[src/rtl/adc_pack_pkg.sv]
// Shared types and constants for the AD9826 frame packer.
// Holds the FSM state encoding, RAM word / header layouts, and field widths.
// Optional feature macro used by the packer: ADC_PACK_HDR_EN (frame header word).
package adc_pack_pkg;

    localparam int unsigned BYTE_W         = 8;
    localparam int unsigned PIX_W          = 16;
    localparam int unsigned WORD_W         = 32;
    localparam int unsigned BYTES_PER_WORD = 4;
    localparam int unsigned PIX_NUM_W      = 10;
    localparam int unsigned FRAME_CNT_W    = 16;
    localparam int unsigned DROP_CNT_W     = 8;

    // Header word field layout: {frame count, pad, pixel count}
    localparam int unsigned HDR_N_LSB   = 0;
    localparam int unsigned HDR_N_W     = 10;
    localparam int unsigned HDR_PAD_W   = 6;
    localparam int unsigned HDR_CNT_LSB = HDR_N_LSB + HDR_N_W + HDR_PAD_W;
    localparam int unsigned HDR_CNT_W   = 16;

    typedef enum logic [2:0] {
        ST_IDLE    = 3'd0,
        ST_COLLECT = 3'd1,
        ST_FLUSH   = 3'd2,
        ST_HDR     = 3'd3,
        ST_DONE    = 3'd4
    } state_e;

    // Data word: odd pixel in the upper half, even pixel in the lower half
    typedef struct packed {
        logic [PIX_W-1:0] pix_odd;
        logic [PIX_W-1:0] pix_even;
    } ram_word_t;

    typedef struct packed {
        logic [HDR_CNT_W-1:0] frame_cnt;
        logic [HDR_PAD_W-1:0] pad;
        logic [HDR_N_W-1:0]   pixel_num;
    } hdr_word_t;

    function automatic hdr_word_t make_hdr(input logic [HDR_CNT_W-1:0] cnt,
                                           input logic [HDR_N_W-1:0]   n);
        hdr_word_t h;
        h.frame_cnt = cnt;
        h.pad       = '0;
        h.pixel_num = n;
        return h;
    endfunction

endpackage

[src/rtl/adc_pixel_asm.sv]
// Byte-pair to pixel assembler: first byte of a pair is the MSB, second the LSB.
// Ports:
//   clk, rst        - clock, synchronous active-high reset
//   clr_in          - return the byte phase to MSB (new frame)
//   byte_in         - ADC byte
//   byte_valid_in   - byte qualifier (already gated by the parent)
//   pixel_c         - {held MSB, current byte}; valid only with pixel_valid_c
//   pixel_valid_c   - pixel completes this cycle (combinational)
module adc_pixel_asm
    import adc_pack_pkg::*;
(
    input  logic              clk,
    input  logic              rst,
    input  logic              clr_in,
    input  logic [BYTE_W-1:0] byte_in,
    input  logic              byte_valid_in,
    output logic [PIX_W-1:0]  pixel_c,
    output logic              pixel_valid_c
);

    logic              phase_q, phase_d;   // 0: expecting MSB, 1: expecting LSB
    logic [BYTE_W-1:0] msb_q, msb_d;

    // Phase toggle and MSB capture
    always_comb begin
        phase_d       = phase_q;
        msb_d         = msb_q;
        pixel_valid_c = 1'b0;
        pixel_c       = {msb_q, byte_in};
        if (clr_in) begin
            phase_d = 1'b0;
        end else if (byte_valid_in) begin
            if (!phase_q) begin
                msb_d   = byte_in;
                phase_d = 1'b1;
            end else begin
                pixel_valid_c = 1'b1;
                phase_d       = 1'b0;
            end
        end
    end

    always_ff @(posedge clk) begin
        if (rst) begin
            phase_q <= 1'b0;
            msb_q   <= '0;
        end else begin
            phase_q <= phase_d;
            msb_q   <= msb_d;
        end
    end

endmodule

[src/rtl/adc_frame_packer.sv]
// Packs AD9826 byte pairs into 16-bit pixels, two pixels per 32-bit BRAM word,
// one frame per start pulse, with a done pulse and frame/drop counters.
// Optional: define ADC_PACK_HDR_EN to write a header word {frames, 6'd0, n}
// at BASE_ADDR after the data (data then starts at BASE_ADDR+4).
// Ports:
//   clk, rst       - clock, synchronous active-high reset
//   start_in       - arm a frame (IDLE only); pixel_num_in latched with it
//   byte_in/byte_valid_in - ADC byte stream, MSB byte first
//   ram_wr_o/ram_addr_o/ram_data_o - registered BRAM write port
//   busy_o, done_o - frame in progress / one-cycle completion pulse
//   frame_cnt_o    - completed frames (wrapping)
//   drop_cnt_o     - bytes seen outside collection (saturating)
module adc_frame_packer
    import adc_pack_pkg::*;
#(
    parameter int unsigned ADDR_W     = 10,
    parameter int unsigned BASE_ADDR  = 0,
    parameter int unsigned MAX_PIXELS = 512
) (
    input  logic                   clk,
    input  logic                   rst,
    input  logic                   start_in,
    input  logic [PIX_NUM_W-1:0]   pixel_num_in,
    input  logic [BYTE_W-1:0]      byte_in,
    input  logic                   byte_valid_in,
    output logic                   ram_wr_o,
    output logic [ADDR_W-1:0]      ram_addr_o,
    output logic [WORD_W-1:0]      ram_data_o,
    output logic                   busy_o,
    output logic                   done_o,
    output logic [FRAME_CNT_W-1:0] frame_cnt_o,
    output logic [DROP_CNT_W-1:0]  drop_cnt_o
);

`ifdef ADC_PACK_HDR_EN
    localparam int unsigned MAX_PIXELS_EFF = MAX_PIXELS - 2;
    localparam int unsigned DATA_OFFSET    = BYTES_PER_WORD;
`else
    localparam int unsigned MAX_PIXELS_EFF = MAX_PIXELS;
    localparam int unsigned DATA_OFFSET    = 0;
`endif
    localparam logic [ADDR_W-1:0] BASE_A = ADDR_W'(BASE_ADDR);
    localparam logic [ADDR_W-1:0] DATA_A = ADDR_W'(BASE_ADDR + DATA_OFFSET);

    state_e                 state_q, state_d;
    logic [PIX_NUM_W-1:0]   n_q, n_d;
    logic [PIX_NUM_W-1:0]   pix_cnt_q, pix_cnt_d;
    logic [PIX_W-1:0]       word_lo_q, word_lo_d;
    logic [ADDR_W-1:0]      waddr_q, waddr_d;
    logic                   ram_wr_q, ram_wr_d;
    logic [ADDR_W-1:0]      ram_addr_q, ram_addr_d;
    logic [WORD_W-1:0]      ram_data_q, ram_data_d;
    logic                   busy_q, busy_d;
    logic                   done_q, done_d;
    logic [FRAME_CNT_W-1:0] frame_cnt_q, frame_cnt_d;
    logic [DROP_CNT_W-1:0]  drop_cnt_q, drop_cnt_d;

    logic [PIX_NUM_W-1:0]   n_eff_c;
    logic                   asm_clr_c;
    logic                   asm_valid_c;
    logic [PIX_W-1:0]       pixel_c;
    logic                   pixel_valid_c;
    logic                   last_pix_c;

    assign n_eff_c     = (pixel_num_in > PIX_NUM_W'(MAX_PIXELS_EFF)) ?
                         PIX_NUM_W'(MAX_PIXELS_EFF) : pixel_num_in;
    assign asm_valid_c = byte_valid_in && (state_q == ST_COLLECT);
    assign last_pix_c  = (pix_cnt_q == (n_q - PIX_NUM_W'(1)));

    adc_pixel_asm u_pixel_asm (
        .clk           (clk),
        .rst           (rst),
        .clr_in        (asm_clr_c),
        .byte_in       (byte_in),
        .byte_valid_in (asm_valid_c),
        .pixel_c       (pixel_c),
        .pixel_valid_c (pixel_valid_c)
    );

    // Next-state, word packing, addressing and counters
    always_comb begin
        state_d     = state_q;
        n_d         = n_q;
        pix_cnt_d   = pix_cnt_q;
        word_lo_d   = word_lo_q;
        waddr_d     = waddr_q;
        ram_wr_d    = 1'b0;
        ram_addr_d  = ram_addr_q;
        ram_data_d  = ram_data_q;
        busy_d      = busy_q;
        done_d      = 1'b0;
        frame_cnt_d = frame_cnt_q;
        drop_cnt_d  = drop_cnt_q;
        asm_clr_c   = 1'b0;

        if (byte_valid_in && (state_q != ST_COLLECT) && (drop_cnt_q != '1)) begin
            drop_cnt_d = drop_cnt_q + DROP_CNT_W'(1);
        end

        case (state_q)
            ST_IDLE: begin
                if (start_in) begin
                    n_d       = n_eff_c;
                    pix_cnt_d = '0;
                    waddr_d   = DATA_A;
                    asm_clr_c = 1'b1;
                    if (n_eff_c == '0) begin
                        state_d     = ST_DONE;
                        done_d      = 1'b1;
                        frame_cnt_d = frame_cnt_q + FRAME_CNT_W'(1);
                    end else begin
                        state_d = ST_COLLECT;
                        busy_d  = 1'b1;
                    end
                end
            end
            ST_COLLECT: begin
                if (pixel_valid_c) begin
                    pix_cnt_d = pix_cnt_q + PIX_NUM_W'(1);
                    if (!pix_cnt_q[0]) begin
                        word_lo_d = pixel_c;
                    end
                    // Odd pixel closes a word; a trailing even pixel is padded
                    if (pix_cnt_q[0] || last_pix_c) begin
                        ram_wr_d   = 1'b1;
                        ram_addr_d = waddr_q;
                        ram_data_d = pix_cnt_q[0] ? {pixel_c, word_lo_q}
                                                  : {PIX_W'(0), pixel_c};
                        waddr_d    = waddr_q + ADDR_W'(BYTES_PER_WORD);
                    end
                    if (last_pix_c) begin
                        state_d = ST_FLUSH;
                    end
                end
            end
            ST_FLUSH: begin
`ifdef ADC_PACK_HDR_EN
                state_d    = ST_HDR;
                ram_wr_d   = 1'b1;
                ram_addr_d = BASE_A;
                ram_data_d = make_hdr(frame_cnt_q + FRAME_CNT_W'(1), n_q);
`else
                state_d     = ST_DONE;
                done_d      = 1'b1;
                busy_d      = 1'b0;
                frame_cnt_d = frame_cnt_q + FRAME_CNT_W'(1);
`endif
            end
`ifdef ADC_PACK_HDR_EN
            ST_HDR: begin
                state_d     = ST_DONE;
                done_d      = 1'b1;
                busy_d      = 1'b0;
                frame_cnt_d = frame_cnt_q + FRAME_CNT_W'(1);
            end
`endif
            ST_DONE: begin
                state_d = ST_IDLE;
            end
            default: begin
                state_d = ST_IDLE;
            end
        endcase
    end

    always_ff @(posedge clk) begin
        if (rst) begin
            state_q     <= ST_IDLE;
            n_q         <= '0;
            pix_cnt_q   <= '0;
            word_lo_q   <= '0;
            waddr_q     <= DATA_A;
            ram_wr_q    <= 1'b0;
            ram_addr_q  <= '0;
            ram_data_q  <= '0;
            busy_q      <= 1'b0;
            done_q      <= 1'b0;
            frame_cnt_q <= '0;
            drop_cnt_q  <= '0;
        end else begin
            state_q     <= state_d;
            n_q         <= n_d;
            pix_cnt_q   <= pix_cnt_d;
            word_lo_q   <= word_lo_d;
            waddr_q     <= waddr_d;
            ram_wr_q    <= ram_wr_d;
            ram_addr_q  <= ram_addr_d;
            ram_data_q  <= ram_data_d;
            busy_q      <= busy_d;
            done_q      <= done_d;
            frame_cnt_q <= frame_cnt_d;
            drop_cnt_q  <= drop_cnt_d;
        end
    end

    assign ram_wr_o    = ram_wr_q;
    assign ram_addr_o  = ram_addr_q;
    assign ram_data_o  = ram_data_q;
    assign busy_o      = busy_q;
    assign done_o      = done_q;
    assign frame_cnt_o = frame_cnt_q;
    assign drop_cnt_o  = drop_cnt_q;

endmodule

[config.mk]
export PLATFORM = sky130hd
export DESIGN_NAME = adc_frame_packer
export DESIGN_NICKNAME = d
export VERILOG_FILES = /design/src/rtl/adc_pack_pkg.sv /design/src/rtl/adc_pixel_asm.sv /design/src/rtl/adc_frame_packer.sv
export SDC_FILE = /design/constraint.sdc
export NUM_CORES = 1
export LEC_CHECK = 0
export CAP_MARGIN = 15
export CORE_ASPECT_RATIO = 2
export CORE_MARGIN = 2
export CORE_UTILIZATION = 25
export DETAILED_ROUTE_END_ITERATION = 8
export SETUP_SLACK_MARGIN = 0.4
export SYNTH_ARGS = -nofsm -noshare
export SYNTH_HDL_FRONTEND = slang
export SYNTH_HIERARCHICAL = 1
export SYNTH_SLANG_ARGS = --single-unit
[constraint.sdc]
create_clock -name clk -period 4.1 [get_ports clk]
set_clock_uncertainty 0.2 [all_clocks]
set_input_delay 0.82 -clock clk [delete_from_list [all_inputs] [get_ports clk]]
set_output_delay 0.82 -clock clk [all_outputs]
set_load 0.02 [all_outputs]
== Word-level counts from Yosys, hierarchy flattened ==
Cells that the tools add are included.
Word-level totals
  register bits after elaboration: 127
  output and inout bits: 69
  logic and storage cells: 84
Operators by class
  add/subtract/negate cells: 5
  magnitude comparators: 1
  eq/ne operators: 11
  muxes and demuxes: 29
  bitwise logic cells: 5
  reduce and logical (&&, ||, !) cells: 19
Operators by type and width (number)
  10-bit 2-to-1 mux: 5
  10-bit case mux with 2 select lines: 2
  16-bit 2-to-1 mux: 2
  32-bit 2-to-1 mux: 1
  16-bit case mux with 2 select lines: 1
  3-bit AND reduction: 7
  16-bit by 1-bit adder with 16-bit output (second input constant): 1
  3-bit 2-to-1 mux: 4
  1-bit 2-to-1 mux: 11
  10-bit by 1-bit adder with 10-bit output (second input constant): 1
  10-bit by 3-bit adder with 10-bit output (second input constant): 1
  10-bit == test: 1
  10-bit greater-than comparator (second input constant): 1
  10-bit zero test: 1
  2-bit inequality test (second input constant): 5
  10-bit by 1-bit subtractor with 10-bit output (second input constant): 1
  3-bit case mux with 3 select lines: 1
  8-bit by 1-bit adder with 8-bit output (second input constant): 1
  8-bit inequality test (second input constant): 1
  1-bit NOT: 5
  1-bit case mux with 2 select lines: 2
  4-bit AND reduction: 1
  2-bit nonzero test: 2
  3-bit by 1-bit == test with 1-bit output (second input constant): 1
  other kinds (9): 11

== Depth between registers and ports, before layout ==
  depth after elaboration: 6
  mapped depth: 12

== Hierarchy ==
The synthesis kept the hierarchy.
By module, submodules not included
  adc_frame_packer: instances 1, cells each 633, area an instance 5407.7 um2, sequential area each 2282.2 um2
  adc_pixel_asm: instances 1, cells each 47, area an instance 471.7 um2, sequential area each 180.2 um2

== Worst setup path before layout ==
OpenSTA, ideal clock, no wires.
  path type: input to register
  from: in start_in
  to: reg waddr_q[9]
  arrival: 2.618 ns
  required time: 3.840 ns
  setup slack: 1.222 ns
  stages on the path: 9
  cells stage by stage: nand3b_1 inv_1 and3b_2 nand2_1 a21boi_0 clkbuf_1 nand4_1 or4_1 nand2_1
Between the ends
  word-level cells in the longest chain between the ends: 5
  elaborated cells between the ends (all ways): 6
Ends and longest elaborated chain
  start, declared: line adc_frame_packer.sv:22  | input logic start_in,
  1-bit 2-to-1 mux: line adc_frame_packer.sv:102  | if (start_in) begin
  1-bit 2-to-1 mux: line adc_frame_packer.sv:100  | case (state_q)
  via asm_clr_c: line adc_frame_packer.sv:59  | logic asm_clr_c;
  1-bit 2-to-1 mux: line adc_pixel_asm.sv:30  | if (clr_in) begin
  via pixel_valid_c: line adc_frame_packer.sv:62  | logic pixel_valid_c;
  2-bit inequality test (no source line)
  4-bit AND reduction (no source line)
  end signal, assigned: line adc_frame_packer.sv:185  | waddr_q <= waddr_d;
  end, declared: line adc_frame_packer.sv:49  | logic [ADDR_W-1:0] waddr_q, waddr_d;
The timed path passes the listed nets, and every way through them passes these cells.
A chain may end at the register's enable or synchronous reset.

== Worst setup path in the final report ==
  from: reg n_q[0]
  to: reg waddr_q[5]
Between the ends
  word-level cells in the longest chain between the ends: 5
Ends and longest elaborated chain
  start, declared: line adc_frame_packer.sv:46  | logic [PIX_NUM_W-1:0] n_q, n_d;
  start signal, assigned: line adc_frame_packer.sv:182  | n_q <= n_d;
  10-bit by 1-bit subtractor with 10-bit output: line adc_frame_packer.sv:68  | assign last_pix_c = (pix_cnt_q == (n_q - PIX_NUM_W'(1)));
  10-bit == test: line adc_frame_packer.sv:68
  1-bit logical OR: line adc_frame_packer.sv:124  | if (pix_cnt_q[0] || last_pix_c) begin
  2-bit by 1-bit inequality test with 1-bit output (no source line)
  4-bit AND reduction (no source line)
No other way between the ends.

==> impl_metrics.json <==
{
  "first_iter_violations": 236,
  "hold_buffers": 0,
  "layout_commonest_cell": "dfxtp_1",
  "cts_tree": "built",
  "syn_avg_cell_area_um2": 8.65,
  "drc": 0,
  "hold_start": "word_lo_q[11]",
  "io_buffers": 88,
  "yosysTopAreaCellShare": 0.419,
  "tightest_slew_ns": 1.05,
  "num_vias": 5067,
  "clk_pin_slew_ns": 0.06,
  "r2r_cells": 9,
  "io_pins": 91,
  "synth_edf_count": 0,
  "reg2reg_to": "waddr_q[5]",
  "maxCapViolCount": 0,
  "synth_flop_cell": "dfxtp_1",
  "cts-root-buf": "clkbuf_16",
  "grt_pass1_vias": 4990,
  "globalRouteTotalUtil": 0.138,
  "coreArea_um2": 23200,
  "grt_overflow": 0,
  "layout_common_cells": "123 x dfxtp_1, 87 x clkdlybuf4s50_1, 83 x nand2_1, 68 x nand2b_1, 42 x nor2_1",
  "h-tree-depth": 4,
  "initial_core_util": 0.253,
  "synth_top_cell_by_area": "dfxtp_1",
  "regToRegSetupSlack_ns": 0.90,
  "slew_violations": 0,
  "ctsLongestPathBuffers": 2,
  "max_slew_margin": 0.298,
  "rsz0062_at_grt": "false",
  "finalSetupTns_ns": 0,
  "crit_type": "reg -> reg",
  "dieArea_um2": 24800,
  "nets": 773,
  "numCtsBuffers": 17,
  "async_flop_share": 0,
  "dpl.hpwl_mm": 12.2,
  "final.min_clock_period_ns": 3.20,
  "grt_start_max_net_pins": 100,
  "wl_mm": 16.9,
  "worst-endpoint-required_ns": 4.25,
  "drive_above_1_share": 0.0751,
  "dieWidth_um": 112,
  "finalSetupViolCount": 0,
  "synth_cell_types": 53,
  "vdd_drop_max_v": 0.000221,
  "n_fill_cell": 2404,
  "cp-startpoint": "n_q[0]",
  "yosysSeqAreaShare": 0.419,
  "gp_congestion": 0.776,
  "antenna_found_initial": 1,
  "ctsResizeCount": 0,
  "critPathCapture": "waddr_q[5]",
  "wl_per_cell_um": 16.2,
  "finalHoldViolCount": 0,
  "synthesis.area_um2": 5880,
  "total_power_mw": 2.88,
  "yosysWarnings": 6,
  "cts_setup_buffers": 0,
  "dr.pass1.iters": 4,
  "status": "completed",
  "power.density_nw_per_um2": 382,
  "die_h_um": 221,
  "max_freq_mhz": 313,
  "p_leak_nw": 2.55,
  "grt_pass1_wl_mm": 27.0,
  "ys_ff_latch": 123,
  "synthTopCellsByArea": "dfxtp_1 42%, nand2b_1 7.2%, mux2i_1 6.0%",
  "netlist_instances": 680,
  "worstPathMaxFanout": 15,
  "cts_sinks": 123,
  "drtAntennaViolNets": 0,
  "post-route-period-util": 0.780,
  "avgViaCountPerCell": 4.86,
  "cp.arrival_ns": 3.35,
  "cp-start-kind": "register",
  "r2r_start": "n_q[0]",
  "hold_class": "reg -> reg",
  "worstSetupEndpointType": "register",
  "row_count": 79,
  "syn_to_final_growth_pct": 28.1,
  "insertion_delay_ns": 0.43
}
logic make-up after synthesis:
group / count (synthesis) / synth area share
other: 1 / 0.000638
buffers and inverters: 64 / 0.0517
AOI/OAI and AO/OA: 128 / 0.144
muxes: 35 / 0.0596
DFF: 123 / 0.419
xor gates and xnor gates: 32 / 0.0477
adders and majority gates: 5 / 0.0106
and+or+nand+nor: 292 / 0.266
layer usage:
metal	vias up	routed length, um	track usage
met2	73	9890	0.268
li1	2521	-	-
met3	19	376	0.0282
met4	0	411	0.0602
met1	2454	6260	0.139
met5	-	0	0
power breakdown:
group	switching [mW]	total, mW	internal (mW)
clock network	0.634	1.49	0.856
logic	0.0931	0.166	0.0730
registers	0.0185	1.22	1.21
cell usage after synthesis (2+ instances only):
cell	instances
nand3b_1	2
ha_1	5
a22o_1	4
a21oi_1	37
nand2_1	83
nor3_1	7
mux2i_1	35
nor2_1	42
nor2b_1	2
nand2b_1	68
dfxtp_1	123
nor4_2	2
o21ai_0	33
inv_1	11
or3_1	30
buf_2	3
buf_4	14
nor4_1	6
and3_1	6
nand3_1	10
o211ai_1	5
xor2_1	23
o32ai_1	16
xnor2_1	9
nand4_1	19
or4_1	5
a41oi_1	2
clkbuf_1	35
a211oi_1	19
worst min path at each step:
stage / endpoint / depth (start not counted)
2_1_floorplan: word_lo_q[10] / 2
3_3_place_gp: word_lo_q[12] / 2
3_5_place_dp: word_lo_q[2] / 2
4_1_cts: word_lo_q[2] / 2
5_1_grt: word_lo_q[11] / 2
6_report: word_lo_q[11] / 2
final cells by class:
type | count | area [um^2] | share of cell area
Clock buffer | 17 | 425 | 0.0565
Timing Repair Buffer | 99 | 973 | 0.129
Tap cell | 283 | 354 | 0.0470
Multi-Input combinational cell | 494 | 3120 | 0.414
Clock inverter | 15 | 158 | 0.0209
Antenna cell | 1 | 2.50 | 0.000332
Inverter | 11 | 41.3 | 0.00548
Sequential cell | 123 | 2460 | 0.327
registers in the layout (all words and copies together), names as in the netlist:
name,flops
ram_data_o,32
frame_cnt_o,16
word_lo_q,16
n_q,10
pix_cnt_q,10
drop_cnt_o,8
ram_addr_o,8
u_pixel_asm/msb_q,8
waddr_q,8
state_q,3
busy_o,1
done_o,1
ram_wr_o,1
u_pixel_asm/phase_q,1
stage by stage:
| stage | utilization | instance area, um^2 | worst slack, ns | instances | hold WS (ns) |
|---|---|---|---|---|---|
| CTS | 0.324 | 7530 | 0.882 | 1042 | 0.252 |
| detailed placement | 0.299 | 6950 | 0.620 | 1010 | 0.244 |
| floorplan | - | 5880 | 1.22 | 681 | 0.232 |
| global placement | 0.299 | 6950 | 0.610 | 1010 | 0.238 |
| finish | 0.324 | 7530 | 0.903 | 1043 | 0.254 |
| global route | 0.324 | 7530 | 0.666 | 1043 | 0.274 |
critical path, stage by stage, from the launching register on:
cell and delay, ns:
dfxtp_1 0.39, inv_1 0.11, ha_1 0.24, or4b_1 0.49, nor4_2 0.19, xnor2_1 0.19, nor2_1 0.11, a311oi_2 0.83
o21ai_0 0.21, a21oi_1 0.17
Note: power is estimated with default switching activity, not from simulation.
==> variant 1 (same flow settings) <==
Encoding of `state_e`: now one-hot (5 bits for 5 states).
--- a/src/rtl/adc_pack_pkg.sv
+++ b/src/rtl/adc_pack_pkg.sv
@@ -18,12 +18,12 @@
     localparam int unsigned HDR_CNT_LSB = HDR_N_LSB + HDR_N_W + HDR_PAD_W;
     localparam int unsigned HDR_CNT_W   = 16;
 
-    typedef enum logic [2:0] {
-        ST_IDLE    = 3'd0,
-        ST_COLLECT = 3'd1,
-        ST_FLUSH   = 3'd2,
-        ST_HDR     = 3'd3,
-        ST_DONE    = 3'd4
+    typedef enum logic [4:0] {
+        ST_IDLE    = 5'b00001,
+        ST_COLLECT = 5'b00010,
+        ST_FLUSH   = 5'b00100,
+        ST_HDR     = 5'b01000,
+        ST_DONE    = 5'b10000
     } state_e;
 
     // Data word: odd pixel in the upper half, even pixel in the lower half
Formal check against the unedited RTL: same outputs for any inputs over 4 cycles, from zero or initial values and one cycle with rst high; so few cycles prove little.
==> variant 1 against the original RTL <==
Synthesized area is 7.1% lower. Wire length fell by 13%. Total power increased by 0.80%. Largest cell class unchanged. Die area down 6.9%. Sequential cell count rose by 1. Synthesized cell count down 9.6%. Global-route usage is 0.74 points lower. Setup slack lost 0.19 ns. Cell area down 5.2%. Critical endpoint is now done_o. Count of clock-buffer cells in the layout is 3 higher.
==> variant 1: results <==
export IMPL_wl_per_cell_um=15.0
export IMPL_min_path_type="reg -> reg"
export IMPL_final_nets=719
export IMPL_synth_async_reset_ratio_pct=0
export IMPL_finalWeightedCongestion=0.810
export IMPL_largest_register_ffs=32
export IMPL_nFillCells=2286
export IMPL_ys_types=57
export IMPL_via_count=4637
export IMPL_antenna_found_initial=0
export IMPL_hold_depth=2
export IMPL_hold_end="word_lo_q[14]"
export IMPL_htreeDepth=4
export IMPL_cts_root_buf="clkbuf_16"
export IMPL_place_area_um2=6560
export IMPL_yosysWarnings=6
export IMPL_drt_met1_wl_mm=5.57
export IMPL_cp_max_fo=8
export IMPL_synth_commonest_cells="124 x dfxtp_1, 66 x a21oi_1, 60 x nand2_1"
export IMPL_seq_area_frac_synth_pct=45.5
export IMPL_clk_latency_ns=0.42
export IMPL_cp_arrival_ns=3.44
export IMPL_reg2reg_depth=9
export IMPL_synth_area_leaders="dfxtp_1 45%, a21oi_1 6.0%, mux2i_1 4.6%, nand2_1 4.1%, xor2_1 3.4%"
export IMPL_grt_pass1_vias=4495
export IMPL_cts_made_buffers=17
export IMPL_clock_path_buffers=2
export IMPL_track_usage_pct=13.1
export IMPL_timing_rr_end="done_o"
export IMPL_status="complete, no violations"
export IMPL_r2r_start="n_q[0]"
export IMPL_grt_pass1_wl_mm=23.3
export IMPL_dr_pass1_iters=5
export IMPL_initialDrtViolationCount=153
export IMPL_p_sw_share_pct=23.7
export IMPL_whs_ns=0.252
export IMPL_min_from="word_lo_q[14]"
export IMPL_antenna_cells=0
export IMPL_route_met2_wl_mm=8.19
export IMPL_dp_hpwl_mm=10.8
export IMPL_antenna_left=0
export IMPL_peakVddDrop_mv=0.227
export IMPL_p_sw_w=0.000688
export IMPL_portBuffers=88
export IMPL_cellLeakagePower_nw=2.41
export IMPL_rrSetupSlack_ns=0.71
export IMPL_wl_met3_um=414
export IMPL_grt_max_degree=49
export IMPL_drive_above_1_share_pct=8.23
export IMPL_power_frac_seq_pct=42.5
export IMPL_slew_limit_headroom_pct=27.8
==> variant 1: cell types whose count changed after synthesis, sizes merged, moves of 6 or more <==
| cell | unedited run | this run |
|---|---|---|
| nand3 | 10 | 28 |
| clkbuf | 35 | 23 |
| nand2b | 68 | 19 |
| nand2 | 83 | 60 |
| or3 | 30 | 8 |
| o21ai | 34 | 21 |
| a21oi | 38 | 67 |
| nand4 | 19 | 7 |
| mux2i | 35 | 25 |
| xnor2 | 9 | 16 |
| a22o | 4 | 16 |
| o32ai | 16 | 1 |
| o31ai | 0 | 6 |
==> variant 1: repair_timing <==
item / 4_1_cts / 5_1_grt
setup buffers: 0 / 0
endpoints found under the setup margin: 0 / 3
hold endpoints to repair: 0 / 0
resized for setup: 0 / 1
==> variant 1: worst max-delay path: stages, from the launching register on <==
cell and delay [ns]:
dfxtp_1 0.36, inv_1 0.08, ha_1 0.29, or3b_2 0.50
nor2_1 0.17, mux2i_1 0.21, o21ai_1 0.14, nor4_1 0.51
a21oi_1 0.20, a2111oi_0 0.57
==> variant 1: area by class of cell <==
| type | instances | area [um2] | area share (%) |
|---|---|---|---|
| sequential | 124 | 2480 | 34.7 |
| clock inverter | 12 | 139 | 1.94 |
| timing repair buffer | 100 | 966 | 13.5 |
| inverter | 13 | 48.8 | 0.683 |
| tap | 273 | 342 | 4.78 |
| multi-input combinational | 436 | 2720 | 38.1 |
| clock buffer | 20 | 447 | 6.25 |
==> variant 1: worst max-delay path by stage <==
stage / start / end / slack (ns) / cells past startpoint
floorplan: n_q[0] / waddr_q[8] / 1.07 / 10
global placement: n_q[0] / done_o / 0.56 / 9
detailed placement: pixel_num_in[6] / frame_cnt_o[10] / 0.56 / 7
CTS: n_q[0] / done_o / 0.58 / 9
global route: n_q[0] / done_o / 0.41 / 9
finish: n_q[0] / done_o / 0.71 / 9
==> variant 1: cell families (layout without fill, tap and decap cells) <==
family                   count (synthesis)  after routing  share of synthesized area (%)
multiplexers                            25             25                           4.58
XOR/XNOR                                37             37                           5.93
buffers and inverters                   56            145                           4.93
flip-flops                             124            124                           45.5
adder cells (fa/ha/maj)                  5              5                           1.15
AO/OA/AOI/OAI                          148            148                           17.3
other                                    1              2                         0.0687
AND/OR/NAND/NOR                        219            219                           20.5
==> variant 1: per-stage QoR <==
stage                     cells  setup WS, ns
final                       978         0.715
after floorplan             616          1.07
after global placement      946         0.555
after CTS                   978         0.584
after global routing        978         0.413
after detailed placement    946         0.559
==> variant 1: metal layers <==
metal  up-vias  global-route usage, %
met4         0                   7.47
met1      2206                   13.3
li1       2328                      -
met5         -                      0
met2        76                   24.5
met3        27                   2.23
==> variant 2 (same flow settings) <==
Made on the original files. Build with the macro `ADC_PACK_HDR_EN` defined.
--- a/src/rtl/adc_frame_packer.sv
+++ b/src/rtl/adc_frame_packer.sv
@@ -10,6 +10,8 @@
 //   busy_o, done_o - frame in progress / one-cycle completion pulse
 //   frame_cnt_o    - completed frames (wrapping)
 //   drop_cnt_o     - bytes seen outside collection (saturating)
+`define ADC_PACK_HDR_EN
+
 module adc_frame_packer
     import adc_pack_pkg::*;
 #(
Function: changed (Yosys sat finds a counterexample within 4 cycles, from zero or initial values and one cycle with rst high).
==> variant 2 against the original RTL <==
Combinational power increased by 31%. Setup slack got worse by 0.28 ns. Total power increased by 6.4%. Wire length increased by 14%. Die area increased by 3.3%. Largest cell class unchanged. Utilization increased by 0.18 points. Sequential cell count increased by 1. Maximum frequency decreased by 8.0%. Synthesized area increased by 3.4%. Cell area increased by 3.6%. Largest power group unchanged. Critical path depth increased by 1. Sequential share of layout area decreased by 0.87 points.
==> variant 2: results <==
export IMPL_grt_overflow_total=0
export IMPL_peakVddDrop_mv=0.181
export IMPL_grt_pass1_wl_mm=29.6
export IMPL_largest_register_ffs=32
export IMPL_wl_per_cell_um=17.6
export IMPL_portBuffers=90
export IMPL_finalWeightedCongestion=0.859
export IMPL_ys_types=59
export IMPL_via_per_inst=4.98
export IMPL_r2r_start="n_q[1]"
export IMPL_synth_area_leaders="dfxtp_1 41%, nand2_1 6.0%, a21oi_1 4.9%, xnor2_1 4.2%, nor2_1 4.1%"
export IMPL_cts_made_buffers=17
export IMPL_tightest_slew_ns=0.962
export IMPL_clock_path_buffers=2
export IMPL_seq_area_frac_synth_pct=40.8
export IMPL_synth_commonest_cells="124 x dfxtp_1, 97 x nand2_1, 67 x nor2_1"
export IMPL_status="complete, no violations"
export IMPL_cts_resized_gates=0
export IMPL_grt_pass1_vias=5464
export IMPL_syn_nets=765
export IMPL_path_clk_slew_ns=0.06
export IMPL_htreeDepth=4
export IMPL_synth_top_area_share_pct=40.8
export IMPL_antenna_found_initial=0
export IMPL_drive_above_1_share_pct=8.46
export IMPL_cp_arrival_ns=3.54
export IMPL_path_class="reg -> reg"
export IMPL_cts_root_buf="clkbuf_16"
export IMPL_dp_hpwl_mm=14.2
export IMPL_clk_latency_ns=0.43
export IMPL_cellLeakagePower_nw=2.53
export IMPL_initialDrtViolationCount=275
export IMPL_final_nets=830
export IMPL_dr_pass1_iters=4
export IMPL_place_area_um2=7170
export IMPL_synth_async_reset_ratio_pct=0
export IMPL_track_usage_pct=15.1
export IMPL_cp_max_fo=34
export IMPL_min_from="word_lo_q[10]"
export IMPL_post_cts_buffers=0
export IMPL_dp_worst_setup_slack_ns=0.562
export IMPL_min_path_type="reg -> reg"
export IMPL_antenna_cells=0
export IMPL_yosysWarnings=6
export IMPL_grt_max_degree=94
## variant 2: area by class of cell
cell class,count,area (um2)
Fill cell,2464,16100
Sequential cell,124,2480
Timing Repair Buffer,107,1020
Clock buffer,20,457
Tap cell,287,359
Inverter,12,45.0
Clock inverter,12,169
Multi-Input combinational cell,541,3270
## variant 2: worst max-delay path, stage by stage, from the launching register on
cell and delay (ns):
dfxtp_1 0.37, inv_1 0.10, ha_1 0.35, or4b_4 0.54
a2111oi_2 0.35, o221ai_1 0.18, and3_4 0.22, o21a_4 0.31
nor2_2 0.31, buf_4 0.27, a311oi_1 0.11
## variant 2: logic make-up (layout without fill, tap and decap cells)
family / Yosys count / in the layout / share of synthesized area [%]
flip-flops: 124 / 124 / 40.8
multiplexers: 24 / 24 / 3.95
adder cells (fa/ha/maj): 5 / 5 / 1.03
buffers and inverters: 73 / 151 / 5.52
AND/OR/NAND/NOR: 299 / 299 / 24.1
AO/OA/AOI/OAI: 161 / 161 / 17.0
XOR/XNOR: 52 / 52 / 7.49
## variant 2: final timing paths
kind | cells after the start | endpoint | slack [ns]
min | 2 | word_lo_q[10] | 0.25
min reg2reg | 2 | word_lo_q[10] | 0.25
max | 10 | ram_data_o[17] | 0.62
max reg2reg | 10 | ram_data_o[17] | 0.62
## variant 2: per-stage QoR
step | total power [W] | hold WS [ns] | std cells | util, %
5_1_grt | 0.00317 | 0.271 | 1103 | 32.6
2_1_floorplan | 0.00142 | 0.236 | 738 | -
3_5_place_dp | 0.00150 | 0.248 | 1070 | 30.0
4_1_cts | 0.00309 | 0.255 | 1102 | 32.6
6_report | 0.00306 | 0.255 | 1103 | 32.6
3_3_place_gp | 0.00149 | 0.243 | 1070 | 30.0
## variant 2: metal layers
| layer | share of wire [%] | track usage (%) |
|---|---|---|
| met1 | 35 | 14.0 |
| met2 | 57 | 29.6 |
| met3 | 2.5 | 3.07 |
| met4 | 5.2 | 8.77 |
| met5 | 0 | 0 |
## variant 2: report_power, final
group | switching, W | internal (W) | leakage, nW
logic | 0.000130 | 0.0000887 | 1.23
registers | 0.0000321 | 0.00122 | 1.00
clock network | 0.000551 | 0.00104 | 0.306
